`src/rtl/pc_fetch_ctrl_pkg.sv`:
```
// -----------------------------------------------------------------------------
// pc_fetch_pkg
// Shared types and defaults for the program-counter / next-PC fetch stage.
//   state_e   : fetch FSM states (IDLE, RUN, HALTED)
//   pc_sel_e  : next-PC source select (SEQ, TGT, RET, HOLD, RST)
//   PC_W_DEF  : default PC / jump-target width (matches the jump LUT output)
// -----------------------------------------------------------------------------
package pc_fetch_pkg;

  localparam int PC_W_DEF      = 12;
  localparam int RAS_DEPTH_DEF = 4;

  typedef enum logic [1:0] {
    ST_IDLE   = 2'd0,
    ST_RUN    = 2'd1,
    ST_HALTED = 2'd2
  } state_e;

  typedef enum logic [2:0] {
    SEL_SEQ  = 3'd0,
    SEL_TGT  = 3'd1,
    SEL_RET  = 3'd2,
    SEL_HOLD = 3'd3,
    SEL_RST  = 3'd4
  } pc_sel_e;

endpackage

```
`src/rtl/pc_fetch_ctrl_if.sv`:
```
// -----------------------------------------------------------------------------
// pc_fetch_ctrl_if
// Control/status bundle between the decode side and the fetch controller.
//   master : drives Start/Stall/Halt/Jmp/BrEn/BrCond/Call/Ret/Target,
//            observes ProgCtr/Busy/Done/Fault
//   slave  : the fetch controller (mirror directions)
// -----------------------------------------------------------------------------
interface pc_fetch_ctrl_if
  import pc_fetch_pkg::*;
#(
  parameter int PC_W = PC_W_DEF
);

  logic            Start;
  logic            Stall;
  logic            Halt;
  logic            Jmp;
  logic            BrEn;
  logic            BrCond;
  logic            Call;
  logic            Ret;
  logic [PC_W-1:0] Target;
  logic [PC_W-1:0] ProgCtr;
  logic            Busy;
  logic            Done;
  logic            Fault;

  modport master (
    output Start, Stall, Halt, Jmp, BrEn, BrCond, Call, Ret, Target,
    input  ProgCtr, Busy, Done, Fault
  );

  modport slave (
    input  Start, Stall, Halt, Jmp, BrEn, BrCond, Call, Ret, Target,
    output ProgCtr, Busy, Done, Fault
  );

endinterface

```
`src/rtl/pc_fetch_ctrl_ras_stack.sv`:
```
// -----------------------------------------------------------------------------
// ras_stack
// RAS_DEPTH x PC_W return-address LIFO.
//   Clk, Reset : clock, async active-low reset (empties the stack)
//   i_push     : write i_data as new top (ignored when full)
//   i_pop      : discard top (ignored when empty)
//   i_clr      : empty the stack (highest priority)
//   o_top      : current top entry (valid when !o_empty)
//   o_full     : count == RAS_DEPTH
//   o_empty    : count == 0
// -----------------------------------------------------------------------------
module ras_stack
  import pc_fetch_pkg::*;
#(
  parameter int PC_W      = PC_W_DEF,
  parameter int RAS_DEPTH = RAS_DEPTH_DEF
) (
  input  logic            Clk,
  input  logic            Reset,
  input  logic            i_push,
  input  logic            i_pop,
  input  logic            i_clr,
  input  logic [PC_W-1:0] i_data,
  output logic [PC_W-1:0] o_top,
  output logic            o_full,
  output logic            o_empty
);

  localparam int AW = $clog2(RAS_DEPTH);
  localparam int CW = AW + 1;

  logic [PC_W-1:0] r_mem [RAS_DEPTH];
  logic [CW-1:0]   r_cnt;
  logic [AW-1:0]   w_top_idx;

  // Low bits of the count address the next free slot; when full they wrap to
  // zero, so count-1 in AW bits still lands on the real top entry.
  assign w_top_idx = r_cnt[AW-1:0] - AW'(1);
  assign o_top     = r_mem[w_top_idx];
  assign o_empty   = (r_cnt == CW'(0));
  assign o_full    = (r_cnt == CW'(RAS_DEPTH));

  // Stack storage and occupancy count.
  always_ff @(posedge Clk or negedge Reset) begin
    if (!Reset) begin
      r_cnt <= CW'(0);
      for (int i = 0; i < RAS_DEPTH; i++) begin
        r_mem[i] <= {PC_W{1'b0}};
      end
    end else if (i_clr) begin
      r_cnt <= CW'(0);
    end else if (i_push && !o_full) begin
      r_mem[r_cnt[AW-1:0]] <= i_data;
      r_cnt                <= r_cnt + CW'(1);
    end else if (i_pop && !o_empty) begin
      r_cnt <= r_cnt - CW'(1);
    end else begin
      r_cnt <= r_cnt;
    end
  end

endmodule

```
`src/rtl/pc_fetch_ctrl.sv`:
```
// -----------------------------------------------------------------------------
// pc_fetch_ctrl
// Program counter and next-PC selection downstream of the jump LUT.
//   Clk   : rising-edge clock
//   Reset : async active-low reset -> IDLE, ProgCtr=RESET_PC, RAS empty
//   bus   : slave side of pc_fetch_ctrl_if
//           in : Start Stall Halt Jmp BrEn BrCond Call Ret Target
//           out: ProgCtr (fetch address), Busy (RUN), Done (HALTED),
//                Fault (sticky RAS overflow/underflow)
// All outputs come straight from flops.
// -----------------------------------------------------------------------------
module pc_fetch_ctrl
  import pc_fetch_pkg::*;
#(
  parameter int              PC_W      = PC_W_DEF,
  parameter int              RAS_DEPTH = RAS_DEPTH_DEF,
  parameter logic [PC_W-1:0] RESET_PC  = {PC_W{1'b0}}
) (
  input  logic               Clk,
  input  logic               Reset,
  pc_fetch_ctrl_if.slave     bus
);

  state_e          r_state;
  logic [PC_W-1:0] r_pc;
  logic            r_busy;
  logic            r_done;
  logic            r_fault;

  state_e          w_next_state;
  pc_sel_e         w_sel;
  logic            w_push;
  logic            w_pop;
  logic            w_clr;
  logic            w_fault_next;
  logic [PC_W-1:0] w_pc_inc;
  logic [PC_W-1:0] w_ras_top;
  logic            w_ras_full;
  logic            w_ras_empty;

  // Wraps silently at 2^PC_W; also the return address pushed on Call.
  assign w_pc_inc = r_pc + PC_W'(1);

  ras_stack #(
    .PC_W      (PC_W),
    .RAS_DEPTH (RAS_DEPTH)
  ) u_ras (
    .Clk     (Clk),
    .Reset   (Reset),
    .i_push  (w_push),
    .i_pop   (w_pop),
    .i_clr   (w_clr),
    .i_data  (w_pc_inc),
    .o_top   (w_ras_top),
    .o_full  (w_ras_full),
    .o_empty (w_ras_empty)
  );

  // Per-cycle control decode: next state, PC source and RAS operation.
  always_comb begin
    w_next_state = r_state;
    w_sel        = SEL_HOLD;
    w_push       = 1'b0;
    w_pop        = 1'b0;
    w_clr        = 1'b0;
    w_fault_next = r_fault;
    case (r_state)
      ST_IDLE, ST_HALTED: begin
        if (bus.Start) begin
          w_next_state = ST_RUN;
          w_sel        = SEL_RST;
          w_clr        = 1'b1;
          w_fault_next = 1'b0;
        end else begin
          w_next_state = r_state;
        end
      end
      ST_RUN: begin
        if (bus.Start) begin
          w_next_state = ST_RUN;
          w_sel        = SEL_RST;
          w_clr        = 1'b1;
          w_fault_next = 1'b0;
        end else if (bus.Stall) begin
          w_sel = SEL_HOLD;
        end else if (bus.Halt) begin
          w_next_state = ST_HALTED;
        end else if (bus.Ret) begin
          if (w_ras_empty) begin
            w_fault_next = 1'b1;
            w_next_state = ST_HALTED;
          end else begin
            w_sel = SEL_RET;
            w_pop = 1'b1;
          end
        end else if (bus.Call) begin
          if (w_ras_full) begin
            w_fault_next = 1'b1;
            w_next_state = ST_HALTED;
          end else begin
            w_sel  = SEL_TGT;
            w_push = 1'b1;
          end
        end else if (bus.Jmp || (bus.BrEn && bus.BrCond)) begin
          w_sel = SEL_TGT;
        end else begin
          w_sel = SEL_SEQ;
        end
      end
      default: begin
        w_next_state = ST_IDLE;
        w_sel        = SEL_RST;
        w_clr        = 1'b1;
        w_fault_next = 1'b0;
      end
    endcase
  end

  // FSM state, program counter and registered status flags.
  always_ff @(posedge Clk or negedge Reset) begin
    if (!Reset) begin
      r_state <= ST_IDLE;
      r_pc    <= RESET_PC;
      r_busy  <= 1'b0;
      r_done  <= 1'b0;
      r_fault <= 1'b0;
    end else begin
      r_state <= w_next_state;
      r_busy  <= (w_next_state == ST_RUN);
      r_done  <= (w_next_state == ST_HALTED);
      r_fault <= w_fault_next;
      case (w_sel)
        SEL_SEQ:  r_pc <= w_pc_inc;
        SEL_TGT:  r_pc <= bus.Target;
        SEL_RET:  r_pc <= w_ras_top;
        SEL_RST:  r_pc <= RESET_PC;
        SEL_HOLD: r_pc <= r_pc;
        default:  r_pc <= r_pc;
      endcase
    end
  end

  assign bus.ProgCtr = r_pc;
  assign bus.Busy    = r_busy;
  assign bus.Done    = r_done;
  assign bus.Fault   = r_fault;

endmodule

```
`src/flat_wrapper.sv`:
```
// flat-port wrapper written by rule: the top's interface ports become plain ports
module pc_fetch_ctrl_flat import pc_fetch_pkg::*;
#(
  parameter int              PC_W      = PC_W_DEF,
  parameter int              RAS_DEPTH = RAS_DEPTH_DEF,
  parameter logic [PC_W-1:0] RESET_PC  = {PC_W{1'b0}}
)
  (Clk, Reset, bus_Start, bus_Stall, bus_Halt, bus_Jmp, bus_BrEn, bus_BrCond, bus_Call, bus_Ret, bus_Target, bus_ProgCtr, bus_Busy, bus_Done, bus_Fault);
  pc_fetch_ctrl_if #(.PC_W(PC_W)) bus_i ();
  input  logic Clk;
  input  logic Reset;
  input wire logic [$bits(bus_i.Start)-1:0] bus_Start;
  input wire logic [$bits(bus_i.Stall)-1:0] bus_Stall;
  input wire logic [$bits(bus_i.Halt)-1:0] bus_Halt;
  input wire logic [$bits(bus_i.Jmp)-1:0] bus_Jmp;
  input wire logic [$bits(bus_i.BrEn)-1:0] bus_BrEn;
  input wire logic [$bits(bus_i.BrCond)-1:0] bus_BrCond;
  input wire logic [$bits(bus_i.Call)-1:0] bus_Call;
  input wire logic [$bits(bus_i.Ret)-1:0] bus_Ret;
  input wire logic [$bits(bus_i.Target)-1:0] bus_Target;
  output wire logic [$bits(bus_i.ProgCtr)-1:0] bus_ProgCtr;
  output wire logic [$bits(bus_i.Busy)-1:0] bus_Busy;
  output wire logic [$bits(bus_i.Done)-1:0] bus_Done;
  output wire logic [$bits(bus_i.Fault)-1:0] bus_Fault;
  assign bus_i.Start = bus_Start;
  assign bus_i.Stall = bus_Stall;
  assign bus_i.Halt = bus_Halt;
  assign bus_i.Jmp = bus_Jmp;
  assign bus_i.BrEn = bus_BrEn;
  assign bus_i.BrCond = bus_BrCond;
  assign bus_i.Call = bus_Call;
  assign bus_i.Ret = bus_Ret;
  assign bus_i.Target = bus_Target;
  assign bus_ProgCtr = bus_i.ProgCtr;
  assign bus_Busy = bus_i.Busy;
  assign bus_Done = bus_i.Done;
  assign bus_Fault = bus_i.Fault;
  pc_fetch_ctrl #(.PC_W(PC_W), .RAS_DEPTH(RAS_DEPTH), .RESET_PC(RESET_PC)) u_core (.Clk(Clk), .Reset(Reset), .bus(bus_i));
endmodule
```
`config.mk`:
```
export PLATFORM = sky130hd
export DESIGN_NAME = pc_fetch_ctrl_flat
export DESIGN_NICKNAME = d
export VERILOG_FILES = /design/src/rtl/pc_fetch_ctrl_pkg.sv /design/src/rtl/pc_fetch_ctrl_if.sv /design/src/rtl/pc_fetch_ctrl_ras_stack.sv /design/src/rtl/pc_fetch_ctrl.sv /design/src/flat_wrapper.sv
export SDC_FILE = /design/constraint.sdc
export NUM_CORES = 1
export LEC_CHECK = 0
export BUFFER_PORTS_ARGS = -buffer_cell sky130_fd_sc_hd__buf_2
export CAP_MARGIN = 20
export CORE_MARGIN = 8
export CORE_UTILIZATION = 30
export DETAILED_ROUTE_END_ITERATION = 8
export PLACE_DENSITY = 0.51
export SYNTH_ARGS = -nofsm -noshare
export SYNTH_HDL_FRONTEND = slang
export SYNTH_SLANG_ARGS = --single-unit
```
`constraint.sdc`:
```
create_clock -name Clk -period 2.32 [get_ports Clk]
set_input_delay 0.232 -clock Clk [delete_from_list [all_inputs] [get_ports Clk]]
set_output_delay 0.232 -clock Clk [all_outputs]
set_load 0.02 [all_outputs]
```
# Word level (Yosys, flattened, before mapping)
# Index checks and enable logic that the tools add are counted.
[classes]
add_sub_neg = 4
magnitude_cmp = 3
n_eq_ne = 14
mux = 53
n_bitwise = 3
reduce_logical = 16
[op_table]
columns = ["operator", "count"]
rows = [
  ["48-bit bitwise mux", 1],
  ["12-bit case mux with 4 select lines", 1],
  ["12-bit two-way mux", 3],
  ["3-bit two-way mux", 9],
  ["1-bit two-way mux", 25],
  ["12-bit binary-select mux with 2-bit select", 1],
  ["12-bit demux with 2-bit select", 1],
  ["2-bit two-way mux", 9],
  ["12-bit by 1-bit adder with 12-bit output, second input constant", 1],
  ["4-bit != test, second input constant", 3],
  ["3-bit == test, second input constant", 2],
  ["3-bit greater-or-equal comparator, second input constant", 2],
  ["3-bit logical NOT", 2],
  ["3-bit != test, second input constant", 2],
  ["2-bit inverter with 3-bit output", 2],
  ["3-bit case mux with 2 select lines", 1],
  ["6-bit AND reduction", 1],
  ["2-bit by 1-bit == test with 1-bit output, second input constant", 2],
  ["2-bit == test, second input constant", 2],
  ["1-bit logical AND", 4],
  ["2-bit case mux with 2 select lines", 1],
  ["4-bit nonzero test", 1],
  ["3-bit by 1-bit adder with 3-bit output, second input constant", 1],
  ["3-bit by 1-bit == test with 1-bit output, second input constant", 1],
  ["14 further kinds", 15],
]
[totals]
register_bits = 68
in_bits = 22
output_inout_bits = 15
wordCells = 103

# Logic depth before layout (Yosys ltp)
[depth]
ltp_word = 11
ltp_mapped = 10
mapped_depth_nobuf = 8

# Cells and area by module
# Synthesis repeated with hierarchy kept, for this count alone.
[unflattened]
hier_cells = 288
area_unflattened_um2 = 3832.4
[modules_own_cells]
columns = ["mod", "n_inst", "cells_each", "area_each_um2", "seq_area_each_um2"]
rows = [
  ["ras_stack", 1, 157, 2582.5, 1276.2],
  ["pc_fetch_ctrl", 1, 131, 1249.9, 425.4],
]

# Least setup slack after synthesis
# No wires, ideal clock.
[synth_path]
path_type = "register -> register"
from = "register u_core.u_ras.r_cnt[0]"
to = "register u_core.r_pc[1], in the netlist u_core.bus.ProgCtr[1]"
setup_ns = 0.137
arrival_time_ns = 2.358
t_required_ns = 2.183
setup_slack_ns = -0.175
stages_incl_launch_ff = 10
path_buffers = 2
synth_period_minus_slack_ns = 2.495
path_cell_list = "dfrtp_1 > buf_2 > buf_2 > inv_1 > ha_1 > a31o_2 > nor4_4 > a221oi_4 > a222oi_1 > a21oi_1"
[synth_between]
elab_chain_cells = 10
elab_cells_between_ends = 21
cone_classes = "add/sub: 1; eq/ne: 4; mux: 12; bitwise: 1; reduce/logical: 3"
[synth_rtl]
columns = ["item", "line", "rtl"]
rows = [
  ["start, declared", "pc_fetch_ctrl_ras_stack.sv:33", "logic [CW-1:0] r_cnt;"],
  ["start signal, assigned", "pc_fetch_ctrl_ras_stack.sv:54", "r_cnt <= r_cnt + CW'(1);"],
  ["start signal, assigned", "pc_fetch_ctrl_ras_stack.sv:56", "r_cnt <= r_cnt - CW'(1);"],
  ["start signal, assigned", "pc_fetch_ctrl_ras_stack.sv:58", "r_cnt <= r_cnt;"],
  ["3-bit == test", "pc_fetch_ctrl_ras_stack.sv:41", "assign o_full = (r_cnt == CW'(RAS_DEPTH));"],
  ["2-bit two-way mux", "pc_fetch_ctrl.sv:97", "if (w_ras_full) begin"],
  ["3-bit two-way mux", "pc_fetch_ctrl.sv:96", "end else if (bus.Call) begin"],
  ["3-bit two-way mux", "pc_fetch_ctrl.sv:88", "end else if (bus.Ret) begin"],
  ["3-bit two-way mux", "pc_fetch_ctrl.sv:86", "end else if (bus.Halt) begin"],
  ["3-bit two-way mux", "pc_fetch_ctrl.sv:84", "end else if (bus.Stall) begin"],
  ["3-bit two-way mux", "pc_fetch_ctrl.sv:79", "if (bus.Start) begin"],
  ["3-bit case mux with 2 select lines", "pc_fetch_ctrl.sv:67", "case (r_state)"],
  ["3-bit == test (tied with other cells)", "pc_fetch_ctrl.sv:132", "case (w_sel)"],
  ["12-bit case mux with 4 select lines / 4-bit nonzero test (equally long branches)", "n/a", ""],
  ["end signal, assigned", "pc_fetch_ctrl.sv:133", "SEL_SEQ: r_pc <= w_pc_inc;"],
  ["end signal, assigned", "pc_fetch_ctrl.sv:134", "SEL_TGT: r_pc <= bus.Target;"],
  ["end signal, assigned", "pc_fetch_ctrl.sv:135", "SEL_RET: r_pc <= w_ras_top;"],
  ["end, declared", "pc_fetch_ctrl.sv:25", "logic [PC_W-1:0] r_pc;"],
]
# Several ways; a longest one is shown, not always the timed one. The select of a mux whose other input is x is not followed.
# A chain may end at the register's enable or synchronous reset.

# Worst setup path after layout
[layout_path]
from = "register u_core.u_ras.r_cnt[1]"
to = "register u_core.r_pc[2], in the netlist u_core.bus.ProgCtr[2]"
# The elaborated chain is that of the path after synthesis.

==> impl_metrics.json <==
{
  "dp_hpwl_um": 6130,
  "grt_pass1_vias": 2636,
  "hold_viol_final": 0,
  "max_freq_mhz": 457,
  "dieArea_sq_um": 15100,
  "clk_path_buf_depth": 2,
  "slew-limit-headroom_pct": 57.5,
  "combPwrFrac_pct": 17.4,
  "drt_iter0_drc": 267,
  "finalSetupViolCount": 0,
  "drc_errors": 0,
  "rrSetupSlack_ps": 130,
  "power.total_uw": 3370,
  "cts_tree": "yes",
  "synth_seq_area_share_pct": 49.8,
  "drt-pass1-iter-count": 4,
  "antenna_cells": 0,
  "switching_share_pct": 29.6,
  "drt-vias-per-instance": 5.09,
  "cts.sinks": 68,
  "rsz0062_at_grt": "false",
  "final_antenna_net_count": 0,
  "synthFlopType": "dfrtp_1",
  "slew_viol_final": 0,
  "path_clk_slew_ps": 60,
  "track_usage_pct": 12.3,
  "sequentialPowerShare_pct": 42.3,
  "cts-htree-levels": 3,
  "place.gp.congestion": 0.776,
  "clock_latency_ps": 330,
  "layout.nets": 396,
  "netlist_top_cells_area": "dfrtp_1 (50%), mux4_2 (7.9%), o21ai_1 (6.2%), nand2_1 (5.5%), a21oi_1 (2.1%)",
  "p_per_area_nw_per_um2": 812,
  "post_cts_resized": 0,
  "fin_worst_skew_ps": 6.26,
  "min_path_type": "input pin to flop",
  "die_y_um": 123,
  "post_cts_buffers": 0,
  "clockPowerShare_pct": 40.2,
  "crit_path_start_kind": "flop",
  "setup_tns_ps": 0,
  "grt_max_degree": 69,
  "start_util_pct": 30.3,
  "rows": 39,
  "synth_area_per_cell_sq_um": 10.7,
  "synth_top_cell_area_share_pct": 49.8,
  "synth_nets": 348,
  "drive_gt1_share_pct": 24.4,
  "ys_warn_count": 0,
  "internal_power_uw": 2370,
  "core_sq_um": 11300,
  "worstPathRequired_ps": 2530,
  "worst_pin_slew_ps": 633,
  "synth-edff-count": 0,
  "syn_area_sq_um": 3410,
  "pin_count": 37,
  "ys_types": 51,
  "io_buffers": 36,
  "vias": 2625,
  "drv_cap": 0,
  "end_kind": "flop",
  "worst-path-max-fanout": 9,
  "p_leak_uw": 0.00180,
  "die_w_um": 123,
  "fin_crit_sh_pct": 94.3,
  "synth_top_area_cell": "dfrtp_1",
  "outcome": "finished, final reports clean",
  "wl_um": 8590,
  "antenna_found_initial": 0,
  "wire_per_inst_um": 16.7,
  "ir_drop_mv": 0.434,
  "grt_pass1_wl_um": 14300,
  "min_period_ps": 2190,
  "critPathKind": "flop to flop",
  "cts_hold_buffers": 1,
  "cts_buffers": 9,
  "synth-seq-cells": 68,
  "grt-ovfl-total": 0,
  "critPathArrivalTime_ps": 2400,
  "async_reset_ff_share_pct": 100,
  "area_growth_pct": 21.5,
  "synth_cells": 320,
  "p_sw_uw": 999,
  "root_buffer": "clkbuf_16"
}
critical path, stage by stage, from the launching register on:
cell and delay [ps]:
dfrtp_1 380, inv_1 100, ha_2 210, a31o_4 280, nor4_4 420, a221oi_4 180
a222oi_1 380, o2bb2ai_1 120
power by group through the flow:
stage | logic [uW] | clock network (uW) | registers, uW
2_1_floorplan | 311 | 0 | 1480
3_3_place_gp | 583 | 0 | 1440
3_5_place_dp | 590 | 0 | 1450
4_1_cts | 594 | 1390 | 1430
5_1_grt | 651 | 1440 | 1450
6_report | 588 | 1360 | 1430
registers in the layout, summed over array words and instances (netlist names):
name                flops
u_core.r_state          2
u_core.bus.Busy         1
u_core.bus.Done         1
u_core.bus.Fault        1
u_core.u_ras.r_mem     48
u_core.bus.ProgCtr     12
u_core.u_ras.r_cnt      3
final timing paths:
path                                        startpoint                endpoint  depth (start not counted)
worst min register to register  u_core.u_ras.r_mem[33]  u_core.u_ras.r_mem[33]                          2
worst min-delay path                         bus_Start       u_core.r_state[1]                          2
worst max-delay path             u_core.u_ras.r_cnt[1]   u_core.bus.ProgCtr[2]                          7
max in group asynchronous                        Reset       u_core.r_state[1]                          3
min in group asynchronous                        Reset   u_core.bus.ProgCtr[7]                          3
worst max register to register   u_core.u_ras.r_cnt[1]   u_core.bus.ProgCtr[2]                          7
cells in the mapped netlist, types with 6 or more instances:
cell type,n
dfrtp_1,68
nand2_1,50
o21ai_1,42
a21oi_1,14
nor2_1,13
mux4_2,12
clkbuf_1,9
o21ai_0,9
nand2b_1,8
xnor2_1,7
buf_2,6
inv_1,6
cell families after synthesis:
group	count (synthesis)	share of synthesized area [%]
simple gates	98	14.4
compound gates	97	17.9
flops	68	49.8
buf+inv	23	2.97
mux	19	10.1
xor+xnor	9	2.31
fa+ha+maj	6	2.42
area by class of cell:
class                      count  area, sq um
clock buffer                  10          229
clock inverter                 6         65.1
fill                        1100         7120
inverter                       6         22.5
multi-input combinational    229         1620
sequential                    68         1700
tap                          143          179
timing repair buffer          54          330
through the flow:
stage	area, sq um	setup WS [ps]	instances	utilization, %	hold WS [ps]
final	4150	132	516	36.8	143
after global routing	4150	9.14	516	36.8	137
after detailed placement	3850	139	499	34.1	284
after CTS	4150	112	516	36.8	129
after global placement	3850	208	499	34.1	283
after floorplan	3440	4.38	320	-	-63.6
layout by cell type (no fill, tap or decap), types with 3 or more instances in the layout:
cell	count
a21oi_1	14
a222oi_1	4
a22oi_1	5
a31oi_1	5
buf_2	36
buf_4	16
clkbuf_16	9
dfrtp_1	68
ha_1	4
inv_1	6
mux2_1	4
mux2i_1	3
mux4_2	12
nand2_1	50
nand2b_1	8
nand3_1	5
nand4_1	5
nor2_1	13
nor3_1	3
o21ai_0	9
o21ai_1	42
o22a_1	3
o2bb2ai_1	3
xnor2_1	7
per-layer routing:
metal | part of all wire (%) | track usage (%)
met2 | 46 | 18.6
met4 | 1.4 | 5.03
met3 | 5.1 | 2.81
met1 | 47 | 16.6
met5 | 0 | 0
Note: power is estimated with default switching activity, not from simulation.
